===== src/rtl/dac_sample_scheduler.sv =====
// Byte-to-sample assembler, sample FIFO and rate-controlled release FSM
// feeding the FIR -> sigma-delta DAC chain.
module dac_sample_scheduler #(
  parameter int BW    = 16,
  parameter int DEPTH = 4,
  parameter int DIV_W = 12
) (
  input  logic                       clk,
  input  logic                       rst_i,
  input  logic [7:0]                 byte_i,
  input  logic                       byte_valid_i,
  output logic                       byte_ready_o,
  input  logic                       enable_i,
  input  logic [DIV_W-1:0]           cfg_div_i,
  input  logic                       cfg_mute_i,
  output logic signed [BW-1:0]       sample_o,
  output logic                       sample_stb_o,
  output logic                       underrun_o,
  output logic [$clog2(DEPTH):0]     fifo_level_o,
  output logic                       run_o
);
  localparam int AW = $clog2(DEPTH);
  localparam int LW = AW + 1;

  typedef enum logic [1:0] {S_IDLE, S_PRIME, S_RUN} state_t;

  state_t                     state_q, state_d;
  logic                       asm_hi_q, asm_hi_d;
  logic [7:0]                 low_q, low_d;
  logic [DEPTH-1:0][BW-1:0]   mem_q, mem_d;
  logic [AW-1:0]              wr_ptr_q, wr_ptr_d, rd_ptr_q, rd_ptr_d;
  logic [LW-1:0]              level_q, level_d;
  logic [DIV_W-1:0]           cnt_q, cnt_d;
  logic [BW-1:0]              sample_q, sample_d;
  logic                       stb_q, stb_d;
  logic                       underrun_q, underrun_d;

  logic full, empty, accept, push, pop;

  always_comb begin
    asm_hi_d   = asm_hi_q;
    low_d      = low_q;
    mem_d      = mem_q;
    wr_ptr_d   = wr_ptr_q;
    rd_ptr_d   = rd_ptr_q;
    level_d    = level_q;
    state_d    = state_q;
    cnt_d      = cnt_q;
    sample_d   = sample_q;
    stb_d      = 1'b0;
    underrun_d = underrun_q;
    push       = 1'b0;
    pop        = 1'b0;

    full         = (level_q == LW'(DEPTH));
    empty        = (level_q == '0);
    // Ready only looks at registered state, so a pop this cycle cannot free a slot.
    byte_ready_o = !asm_hi_q || !full;
    accept       = byte_valid_i && byte_ready_o;

    if (accept) begin
      if (!asm_hi_q) begin
        low_d    = byte_i;
        asm_hi_d = 1'b1;
      end else begin
        push     = 1'b1;
        asm_hi_d = 1'b0;
      end
    end

    case (state_q)
      S_IDLE: begin
        cnt_d    = '0;
        sample_d = '0;
        if (enable_i) state_d = S_PRIME;
      end
      S_PRIME: begin
        underrun_d = 1'b0;
        if (!enable_i) begin
          state_d  = S_IDLE;
          sample_d = '0;
        end else if (level_q >= LW'(DEPTH / 2)) begin
          state_d = S_RUN;
          cnt_d   = cfg_div_i;
        end
      end
      S_RUN: begin
        if (!enable_i) begin
          state_d  = S_IDLE;
          sample_d = '0;
          cnt_d    = '0;
        end else if (cnt_q == '0) begin
          cnt_d = cfg_div_i;
          stb_d = 1'b1;
          if (!empty) begin
            pop      = 1'b1;
            sample_d = mem_q[rd_ptr_q];
          end else begin
            underrun_d = 1'b1;
            if (cfg_mute_i) sample_d = '0;
          end
        end else begin
          cnt_d = cnt_q - 1'b1;
        end
      end
      default: state_d = S_IDLE;
    endcase

    if (push) begin
      mem_d[wr_ptr_q] = {byte_i, low_q};
      wr_ptr_d        = wr_ptr_q + 1'b1;
    end
    if (pop) rd_ptr_d = rd_ptr_q + 1'b1;

    case ({push, pop})
      2'b10:   level_d = level_q + 1'b1;
      2'b01:   level_d = level_q - 1'b1;
      default: level_d = level_q;
    endcase
  end

  always_ff @(posedge clk) begin
    if (rst_i) begin
      state_q    <= S_IDLE;
      asm_hi_q   <= 1'b0;
      low_q      <= '0;
      mem_q      <= '0;
      wr_ptr_q   <= '0;
      rd_ptr_q   <= '0;
      level_q    <= '0;
      cnt_q      <= '0;
      sample_q   <= '0;
      stb_q      <= 1'b0;
      underrun_q <= 1'b0;
    end else begin
      state_q    <= state_d;
      asm_hi_q   <= asm_hi_d;
      low_q      <= low_d;
      mem_q      <= mem_d;
      wr_ptr_q   <= wr_ptr_d;
      rd_ptr_q   <= rd_ptr_d;
      level_q    <= level_d;
      cnt_q      <= cnt_d;
      sample_q   <= sample_d;
      stb_q      <= stb_d;
      underrun_q <= underrun_d;
    end
  end

  assign sample_o     = sample_q;
  assign sample_stb_o = stb_q;
  assign underrun_o   = underrun_q;
  assign fifo_level_o = level_q;
  assign run_o        = (state_q == S_RUN);
endmodule


===== config.mk =====
export PLATFORM = sky130hd
export DESIGN_NAME = dac_sample_scheduler
export DESIGN_NICKNAME = d
export VERILOG_FILES = /design/src/rtl/dac_sample_scheduler.sv
export SDC_FILE = /design/constraint.sdc
export NUM_CORES = 1
export LEC_CHECK = 0
export ABC_AREA = 1
export ABC_CLOCK_PERIOD_IN_PS = 7000
export CAP_MARGIN = 5
export CORE_UTILIZATION = 31
export DETAILED_ROUTE_END_ITERATION = 8
export PLACE_DENSITY = 0.51
export SETUP_SLACK_MARGIN = 0.3
export SLEW_MARGIN = 0
export SYNTH_ARGS = -nofsm -noshare
export SYNTH_HDL_FRONTEND = slang
export SYNTH_SLANG_ARGS = --single-unit

===== constraint.sdc =====
create_clock -name clk -period 7 [get_ports clk]
set_input_delay 1.75 -clock clk [delete_from_list [all_inputs] [get_ports clk]]
set_output_delay 1.75 -clock clk [all_outputs]
set_load 0.1 [all_outputs]

==> results.md, run 1 <==
* Post-synth ARST share at 0%
* Worst Path Required at 7210 ps
* Final setup viols at 0
* RSZ-0062 raised after global routing: false
* Initial antenna violation count at 0
* First-pass GRT wire length at 23,500 µm
* Post-synth top area cell: dfxtp_1
* Synthesized net count at 795
* Setup TNS at 0 ps
* Bufs on Longest Clock Path at 2
* Status: finished, final reports clean
* Fillers at 1,792
* FMAX at 234 MHz
* CTS sink cnt at 112
* Critical Path End Type: flip-flop
* Post-CTS Resized at 0
* Cell area after synthesis at 0.00528 mm²
* Synthesis-stage register bit count at 112
* HPWL after DPL at 8910 µm
* CTS H-tree lvls at 3
* Drt initial violations at 319
* Worst Hold Depth at 2
* Worst Tran Pin Value at 1030 ps
* Die height at 133 µm
* CTS Buf Count at 9
* Register area share after synthesis at 42.5%
* Slew Limit Fails at 0
* RR Endpoint: mem_q[21]
* Total Nets Final at 814
* Largest net degree at the start of global routing at 69
* Vias at 4,913
* CP Max Fanout at 52
* Number of setup buffers added after CTS at 0
* Min-Delay Path Class: flip-flop to flip-flop
* WL/cell at 14.3 µm
* EDFF count, synth at 0
* Cts hold-fix bufs at 0
* Hold EP: mem_q[24]
* Top-area cell type share of the netlist area at 42.5%
* Core ar. at 0.0166 mm²
* Die width at 133 µm
* Post-Synthesis Cells at 758
* Final Cycle Share at 61.1%
* WL final at 14,300 µm
* Port Buffers at 47
* First-pass detailed-route iteration total at 5
* WP data arrival at 4490 ps
* Setup Skew at 14.3 ps
* Share of layout cells above drive strength 1 at 5.12%
* Synth unique cells at 33
* Vias/cell at 4.90
* Number of I/O pins at 48
* Pwr Density at 254 mW/mm²
* Final Power at 0.00156 W
* Gr usage total at 16.8%
* Kind of critical path: primary input to flip-flop
* CTS tree: yes
* Post-Place Worst Slack at 2330 ps
* Synth Area per Inst at 6.97 µm²
* Clk_lat worst skew at 360 ps
* Hold Violations, Final at 0
* Core Rows at 47
* Tmin final at 4280 ps
* Peak supply drop at 0.114 mV
* Leak at 2.39 nW
* Die area at 0.0176 mm²
* Worst r2r src: fifo_level_o[2]
* Reg2Reg Setup Slack at 4160 ps
* Synth Flop Type: dfxtp_1
* Area growth syn-to-layout at 16.2%
* DRC at 0
* Vias in the first global route at 4,559
* Max cap viols at 0
* R2R depth at 8
* Synth area leaders: dfxtp_1 (42%), nand2_1 (13%), a21oi_1 (9.7%)
* Initial core utilization at 31.8%
* Grt total ovfl at 0
* Hold_sp: mem_q[24]
* CTS Root Cell: clkbuf_16
* Routability cong. at 0.787
* Antenna Cells at 0
* Worst-path clk slew at 70 ps
* ANT nets after route at 0
* Max-Slew Margin vs Limit at 30.8%
* Yosys warning total at 0
* Startpoint types: primary input
* Final setup margin at 2720 ps
placed cells by master (no fill, tap or decap):
cell	n
nand2_1	186
dfxtp_1	112
a21oi_1	102
nor2_1	84
o21ai_0	74
nand3_1	59
clkdlybuf4s50_1	46
inv_1	41
ha_1	11
o21ai_1	9
clkbuf_16	9
nand2_2	5
buf_4	5
nor2_4	4
nor3_1	4
inv_2	3
xor2_1	3
xnor2_1	3
nand2_4	2
inv_6	2
clkbuf_8	2
clkinv_1	1
nor2_2	1
nor3b_1	1
inv_4	1
nand2_8	1
o211ai_1	1
nor3_4	1
o21ai_2	1
nand4_1	1
or2_1	1
a211oi_1	1
fa_1	1
clkinv_2	1
inv_8	1
clkbuf_1	1
buf_2	1
power by group:
group / internal, W / leakage [nW] / switching [W]
Combinational: 0.0000984 / 1.33 / 0.000267
Clock: 0.000266 / 0.145 / 0.000245
Sequential: 0.000665 / 0.908 / 0.0000203
worst max-delay path, cell delays in order:
cell	delay, ps
clkdlybuf4s50_1	470
inv_1	50
a21oi_1	140
nand2_2	130
inv_2	670
nand2_1	800
o21ai_0	390
a21oi_1	60
state kept, by name (all words and copies together), names as in the netlist:
signal and cells:
asm_hi_q 1, cnt_q 12, fifo_level_o 3, low_q 8, mem_q 64, rd_ptr_q 2, sample_o 16, sample_stb_o 1
state_q 2, underrun_o 1, wr_ptr_q 2
final cells by class:
class	instances	area [µm²]	share of cell area, %
multi-input cells	556	2650	43.2
flip-flops and latches	112	2240	36.5
repair buffers	52	503	8.20
well taps	220	275	4.49
clock buffers	12	256	4.18
inverters	46	175	2.85
clock inverters	4	33.8	0.551
layer usage:
| layer | vias up | GRT usage, % | part of all wire [%] | wire length, µm |
|---|---|---|---|---|
| met2 | 158 | 27.0 | 46 | 6530 |
| met3 | 12 | 4.02 | 6.1 | 868 |
| met5 | - | 0 | 0 | 0 |
| li1 | 2505 | - | - | - |
| met1 | 2238 | 22.5 | 47 | 6780 |
| met4 | 0 | 4.41 | 1.0 | 147 |
how the worst max path moves through the flow:
stage,from,to
floorplan,fifo_level_o[2],byte_ready_o
global placement,byte_valid_i,mem_q[30]
detailed placement,byte_valid_i,mem_q[23]
CTS,byte_valid_i,mem_q[23]
global route,byte_valid_i,mem_q[23]
finish,byte_valid_i,mem_q[21]
cell families after synthesis:
kind of cell	synth area share, %
and+or+nand+nor	28.2
DFF	42.5
AOI/OAI and AO/OA	18.0
xor gates and xnor gates	0.995
buffers and inverters	7.35
adders and majority gates	2.99
metrics by stage:
step / instance area, µm² / cells / utilization, % / hold slack [ps]
finish: 6140 / 1002 / 37.0 / 458
global route: 6140 / 1002 / 37.0 / 472
CTS: 6140 / 1002 / 37.0 / 458
detailed placement: 5850 / 986 / 35.2 / 447
global placement: 5850 / 986 / 35.2 / 440
floorplan: 5280 / 758 / - / 430
cells in the mapped netlist, types with 4 or more instances:
library cell,number
nor2_1,84
inv_1,41
ha_1,11
clkbuf_1,25
nand2_2,5
nor3_1,4
nor2_4,4
o21ai_1,9
o21ai_0,74
dfxtp_1,112
a21oi_1,102
nand3_1,59
buf_2,11
nand2_1,186
No activity file was read; power rests on OpenSTA's default activity.
==> run 2, diff against run 1 <==
ABC_CLOCK_PERIOD_IN_PS = 4470   (was 7000)
clock period = 4.47 ns   (was 7 ns; I/O delays follow)
==> run 2 against run 1 <==
Compared with the run above: highest routed layer unchanged; critical path type unchanged; clock skew is 1.2 ps lower; critical endpoint is now mem_q[22]; via count is 1.1% lower; cell area is 0.86% higher; sequential power is 56% higher; final cell count is 0.30% higher; worst setup slack worse by 1600 ps; core utilization is 0.32 points higher.
==> results.md, run 2 (synthesis gave the netlist of run 1 again) <==
* Status: finished, final reports clean (unchanged)
* CTS tree: yes (unchanged)
* CTS sink cnt at 112 (unchanged)
* Drt initial violations at 355 (was 319)
* Post-Place Worst Slack at 735 ps (was 2330 ps)
* Initial antenna violation count at 0 (unchanged)
* WL/cell at 14.2 µm (was 14.3 µm)
* Die width at 133 µm (unchanged)
* Sequential cell area at 0.00224 mm² (unchanged)
* Biggest register: mem_q (unchanged)
* Gr usage total at 17.0% (was 16.8%)
* Final Core Density at 37.3% (was 37.0%)
* Core ar. at 0.0166 mm² (unchanged)
* Slew Limit Fails at 0 (unchanged)
* First-pass detailed-route iteration total at 5 (unchanged)
* WL final at 14,300 µm (about the same)
* Number of setup buffers added after CTS at 0 (unchanged)
* Vias at 4,858 (was 4,913)
* WP data arrival at 3550 ps (was 4490 ps)
* Area of the multi-input gates at 0.00265 mm² (unchanged)
* Kind of critical path: primary input to flip-flop (unchanged)
* Die height at 133 µm (unchanged)
* Bufs on Longest Clock Path at 2 (unchanged)
* Worst r2r src: cnt_q[0] (was fifo_level_o[2])
* Largest net degree at the start of global routing at 68 (was 69)
* Core Rows at 47 (unchanged)
* Slowest cell on crit path: nand2_1 (unchanged)
* Switching share of power at 32.9% (was 34.1%)
* Grt total ovfl at 0 (unchanged)
* Post-Layout Cell Count at 1,005 (was 1,002)
* Vias/cell at 4.83 (was 4.90)
* Port Buffers at 47 (unchanged)
* Setup Skew at 13.0 ps (was 14.3 ps)
* Crit path cell chain: clkdlybuf4s50_1, inv_1, a21oi_1, nand2_2, inv_2, nand2_1, o21ai_0, a21oi_1 (unchanged)
* Final setup viols at 0 (unchanged)
* Die area at 0.0176 mm² (unchanged)
* R2R depth at 13 (was 8)
* CP Depth at 8 (unchanged)
* CP most frequent cell: a21oi_1 (unchanged)
* DRC at 0 (unchanged)
* Clk_lat worst skew at 360 ps (about the same)
* HPWL after DPL at 9170 µm (was 8910 µm)
* ANT nets after route at 0 (unchanged)
* Min-Delay Path Class: flip-flop to flip-flop (unchanged)
* Commonest non-fill, non-tap cell in the layout: nand2_1 (unchanged)
* Pwr Density at 409 mW/mm² (was 254 mW/mm²)
* Max reg flops at 64 (unchanged)
* Area growth syn-to-layout at 17.2% (was 16.2%)
* Leak at 2.41 nW (was 2.39 nW)
* Max-Slew Margin vs Limit at 29.1% (was 30.8%)
* Critical Path Start: byte_valid_i (unchanged)
* Antenna Cells at 0 (unchanged)
* Critical Path Sink: mem_q[22] (was mem_q[21])
* CTS Buf Count at 9 (unchanged)
* Reg2Reg Setup Slack at 1850 ps (was 4160 ps)
* Post-CTS Resized at 0 (unchanged)
* Sequential share of power at 42.4% (was 43.9%)
* RSZ-0062 raised after global routing: false (unchanged)
* Routability cong. at 0.800 (was 0.787)
* Psw at 0.000834 W (was 0.000532 W)
* Share of layout cells above drive strength 1 at 5.35% (was 5.12%)
* Worst-path clk slew at 70 ps (about the same)
* Peak supply drop at 0.196 mV (was 0.114 mV)
* WP buf/inv at 3 (unchanged)
* Commonest non-fill, non-tap cells in the layout: nand2_1 (186), dfxtp_1 (112), a21oi_1 (102), nor2_1 (84), o21ai_0 (74) (unchanged)
* Initial core utilization at 31.8% (unchanged)
* Worst Tran Pin Value at 1060 ps (was 1030 ps)
* Cell-internal power at 0.00170 W (was 0.00103 W)
* Clock power frac at 34.9% (was 32.7%)
* Final Cycle Share at 74.7%
* Comb pwr share at 22.7% (was 23.4%)
* Hold Violations, Final at 0 (unchanged)
* Tmin final at 3340 ps
* Critical Path End Type: flip-flop (unchanged)
* Number of I/O pins at 48 (unchanged)
* CP Max Fanout at 32 (was 52)
* Final Power at 0.00253 W (was 0.00156 W)
* First-pass GRT wire length at 23,600 µm (was 23,500 µm)
* Crit-path leading delay family: buffers and inverters (unchanged)
* Cts hold-fix bufs at 0 (unchanged)
* Setup TNS at 0 ps (unchanged)
* Fillers at 1,797 (was 1,792)
* Total Nets Final at 817 (was 814)
* RR Endpoint: fifo_level_o[2] (was mem_q[21])
* FMAX at 299 MHz
* CTS Root Cell: clkbuf_16 (unchanged)
* Cells after DPL at 989 (was 986)
* Vias in the first global route at 4,678 (was 4,559)
* CTS H-tree lvls at 3 (unchanged)
* CP max stage delay at 750 ps (was 800 ps)
* Startpoint types: primary input (unchanged)
* Max cap viols at 0 (unchanged)
* Worst Path Required at 4680 ps (was 7210 ps)
* Final setup margin at 1130 ps (was 2720 ps)
## run 2: cell count changes in the layout (fill, tap and decap cells not counted), sizes merged
cell and delta:
clkinvlp +1, buf +3, inv -1, clkbuf -1, clkinv -1, bufinv +2
## run 2: worst min-delay path by stage
stage,slack (ps),end,from,cells after the start
6_report,460,mem_q[20],mem_q[20],2
5_1_grt,480,mem_q[9],mem_q[9],2
4_1_cts,460,mem_q[20],mem_q[20],2
3_5_place_dp,440,mem_q[20],mem_q[20],2
3_3_place_gp,440,mem_q[22],mem_q[22],2
2_1_floorplan,430,mem_q[16],mem_q[16],2
## run 2: layout make-up
class	instances	share of cell area (%)
clock inverter	5	1.42
sequential	112	36.2
clock buffer	11	3.76
timing repair buffer	55	8.49
tap	220	4.45
multi-input combinational	556	42.8
inverter	46	2.83
## run 2: through the flow
step | area [µm²] | hold WS, ps
6_report | 6190 | 455
3_3_place_gp | 5870 | 441
4_1_cts | 6190 | 455
2_1_floorplan | 5280 | 430
5_1_grt | 6190 | 480
3_5_place_dp | 5870 | 444
## run 2: power groups by stage
stage,clock network [W],registers [W],logic (W)
3_3_place_gp,0,0.00110,0.000572
6_report,0.000885,0.00107,0.000575
4_1_cts,0.000904,0.00107,0.000580
3_5_place_dp,0,0.00110,0.000578
5_1_grt,0.000947,0.00108,0.000631
2_1_floorplan,0,0.00122,0.000304
## run 2: worst reg2reg max path, cell delays in order (launching register included)
cell	delay [ps]
dfxtp_1	310
inv_1	130
ha_1	170
nand3_1	130
nor2_1	170
nand2_1	170
nor3_1	270
ha_1	200
inv_1	70
fa_1	380
a21oi_1	140
o21ai_0	110
o21ai_0	170
a21oi_1	60
## run 2: per-layer routing
layer / global-route usage, % / part of all wire (%) / vias up
li1: - / - / 2509
met1: 21.9 / 47 / 2219
met2: 28.5 / 46 / 115
met3: 3.37 / 5.4 / 15
met4: 5.04 / 1.4 / 0
met5: 0 / 0 / -
==> run 3, diff against run 2 <==
ABC_CLOCK_PERIOD_IN_PS = 3300   (was 4470)
clock period = 3.3 ns   (was 4.47 ns; I/O delays follow)
==> run 3 against run 2 <==
Compared with the run above: clock skew decreased by 2.5 ps; register-to-register slack got worse by 1200 ps; worst hold slack about the same; sequential power increased by 36%; core utilization increased by 0.060 points; clock power increased by 38%; routed wire length increased by 0.68%; cell area increased by 0.16%; largest power group unchanged.
==> results.md, run 3 (synthesis gave the netlist of run 1 again) <==
* Worst r2r src: cnt_q[0] (unchanged)
* Post-CTS Resized at 0 (unchanged)
* Hold_sp: mem_q[18] (was mem_q[20])
* Hold Violations, Final at 0 (unchanged)
* Setup Skew at 10.5 ps (was 13.0 ps)
* Number of setup buffers added after CTS at 0 (unchanged)
* Hold EP: mem_q[18] (was mem_q[20])
* Commonest non-fill, non-tap cell in the layout: nand2_1 (unchanged)
* Die area at 0.0176 mm² (unchanged)
* Sequential cell area at 0.00224 mm² (unchanged)
* Total Nets Final at 824 (was 817)
* Initial core utilization at 31.8% (unchanged)
* RSZ-0062 raised after global routing: false (unchanged)
* Peak supply drop at 0.302 mV (was 0.196 mV)
* Antenna Cells at 0 (unchanged)
* Pwr Density at 558 mW/mm² (was 409 mW/mm²)
* Max cap viols at 0 (unchanged)
* Vias in the first global route at 4,665 (was 4,678)
* Worst Path Required at 3540 ps (was 4680 ps)
* Startpoint types: flip-flop (was primary input)
* CTS tree: yes (unchanged)
* Final Cycle Share at 80.1%
* Commonest non-fill, non-tap cells in the layout: nand2_1 (186), dfxtp_1 (112), a21oi_1 (102), nor2_1 (84), o21ai_0 (74) (unchanged)
* Core ar. at 0.0166 mm² (unchanged)
* RR Endpoint: fifo_level_o[2] (unchanged)
* CTS Buf Count at 9 (unchanged)
* Worst Hold Depth at 2 (unchanged)
* Worst Tran Pin Value at 652 ps (was 1060 ps)
* CTS Root Cell: clkbuf_16 (unchanged)
* Setup TNS at 0 ps (unchanged)
* Vias/cell at 4.88 (was 4.83)
* Vias at 4,940 (was 4,858)
* FMAX at 378 MHz
* Area growth syn-to-layout at 17.4% (was 17.2%)
* Grt total ovfl at 0 (unchanged)
* Clk_lat worst skew at 360 ps (about the same)
* Port Buffers at 47 (unchanged)
* Routability cong. at 0.789 (was 0.800)
* ANT nets after route at 0 (unchanged)
* Leak at 2.49 nW (was 2.41 nW)
* CTS sink cnt at 112 (unchanged)
* Bufs on Longest Clock Path at 2 (unchanged)
* Status: finished, final reports clean (unchanged)
* Max reg flops at 64 (unchanged)
* Share of layout cells above drive strength 1 at 9.47% (was 5.35%)
* WL/cell at 14.2 µm (about the same)
* Fillers at 1,776 (was 1,797)
* WL final at 14,400 µm (was 14,300 µm)
* CP Max Fanout at 5 (was 32)
* DRC at 0 (unchanged)
* Number of I/O pins at 48 (unchanged)
* Die width at 133 µm (unchanged)
* Worst-path clk slew at 80 ps (was 70 ps)
* Drt initial violations at 311 (was 355)
* First-pass detailed-route iteration total at 5 (unchanged)
* Kind of critical path: flip-flop to flip-flop (was primary input to flip-flop)
* Min-Delay Path Class: flip-flop to flip-flop (unchanged)
* CTS H-tree lvls at 3 (unchanged)
* Critical Path Start: cnt_q[0] (was byte_valid_i)
* Cts hold-fix bufs at 0 (unchanged)
* Area of the multi-input gates at 0.00265 mm² (about the same)
* Max-Slew Margin vs Limit at 56.5% (was 29.1%)
* Biggest register: mem_q (unchanged)
* HPWL after DPL at 8980 µm (was 9170 µm)
* WP data arrival at 2880 ps (was 3550 ps)
* R2R depth at 13 (unchanged)
* Final instance area at 0.00620 mm² (was 0.00619 mm²)
* Initial antenna violation count at 0 (unchanged)
* Final setup viols at 0 (unchanged)
* Largest net degree at the start of global routing at 51 (was 68)
* Die height at 133 µm (unchanged)
* Core Rows at 47 (unchanged)
* Slew Limit Fails at 0 (unchanged)
* Cell Area, Placed at 0.00587 mm² (about the same)
* Critical Path End Type: flip-flop (unchanged)
* Reg2Reg Setup Slack at 660 ps (was 1850 ps)
* Tmin final at 2640 ps
* First-pass GRT wire length at 23,600 µm (about the same)
* Gr usage total at 17.0% (about the same)
run 3: report_power, final:
group	internal [W]	switching, W	total [W]
clock	0.000682	0.000537	0.00122
combinational	0.000215	0.000569	0.000784
sequential	0.00141	0.0000437	0.00145
run 3: worst max-delay path by stage:
stage	end	slack, ps	cells past startpoint
after floorplan	fifo_level_o[2]	560	11
after global placement	fifo_level_o[2]	400	10
after detailed placement	fifo_level_o[2]	340	10
after CTS	fifo_level_o[2]	660	13
after global routing	fifo_level_o[2]	400	13
final	fifo_level_o[2]	660	13
run 3: stage by stage:
step	util, %	power (W)	cells	worst slack, ps	hold WS, ps
CTS	37.4	0.00351	1012	659	460
finish	37.4	0.00346	1012	657	456
floorplan	-	0.00207	758	556	430
global route	37.4	0.00365	1012	401	473
detailed placement	35.4	0.00227	996	337	448
global placement	35.4	0.00226	996	402	441
run 3: final cells by class:
type                       instances  share of cell area, %
clock buffer                       9                   3.63
clock inverter                     7                   1.74
inverter                          46                   2.83
multi-input combinational        556                   42.8
sequential                       112                   36.2
tap                              220                   4.44
timing repair buffer              62                   8.40
run 3: per-layer routing:
metal  up-vias  routed length [µm]  part of all wire (%)  GRT usage [%]
met1      2270                6920                    48           22.2
met2       135                6510                    45           27.8
met3        14                 851                   5.9           4.06
met5         -                   0                     0              0
li1       2521                   -                     -              -
met4         0                 129                  0.90           4.41
run 3: critical path: stages (launching register included):
cell     delay (ps)
dfxtp_1         320
inv_1           130
ha_1            170
nand3_1         130
nor2_1          170
nand2_1         180
nor3_1          300
ha_1            200
inv_1            70
fa_1            370
a21oi_1         150
o21ai_0         120
o21ai_0         160
a21oi_1          50
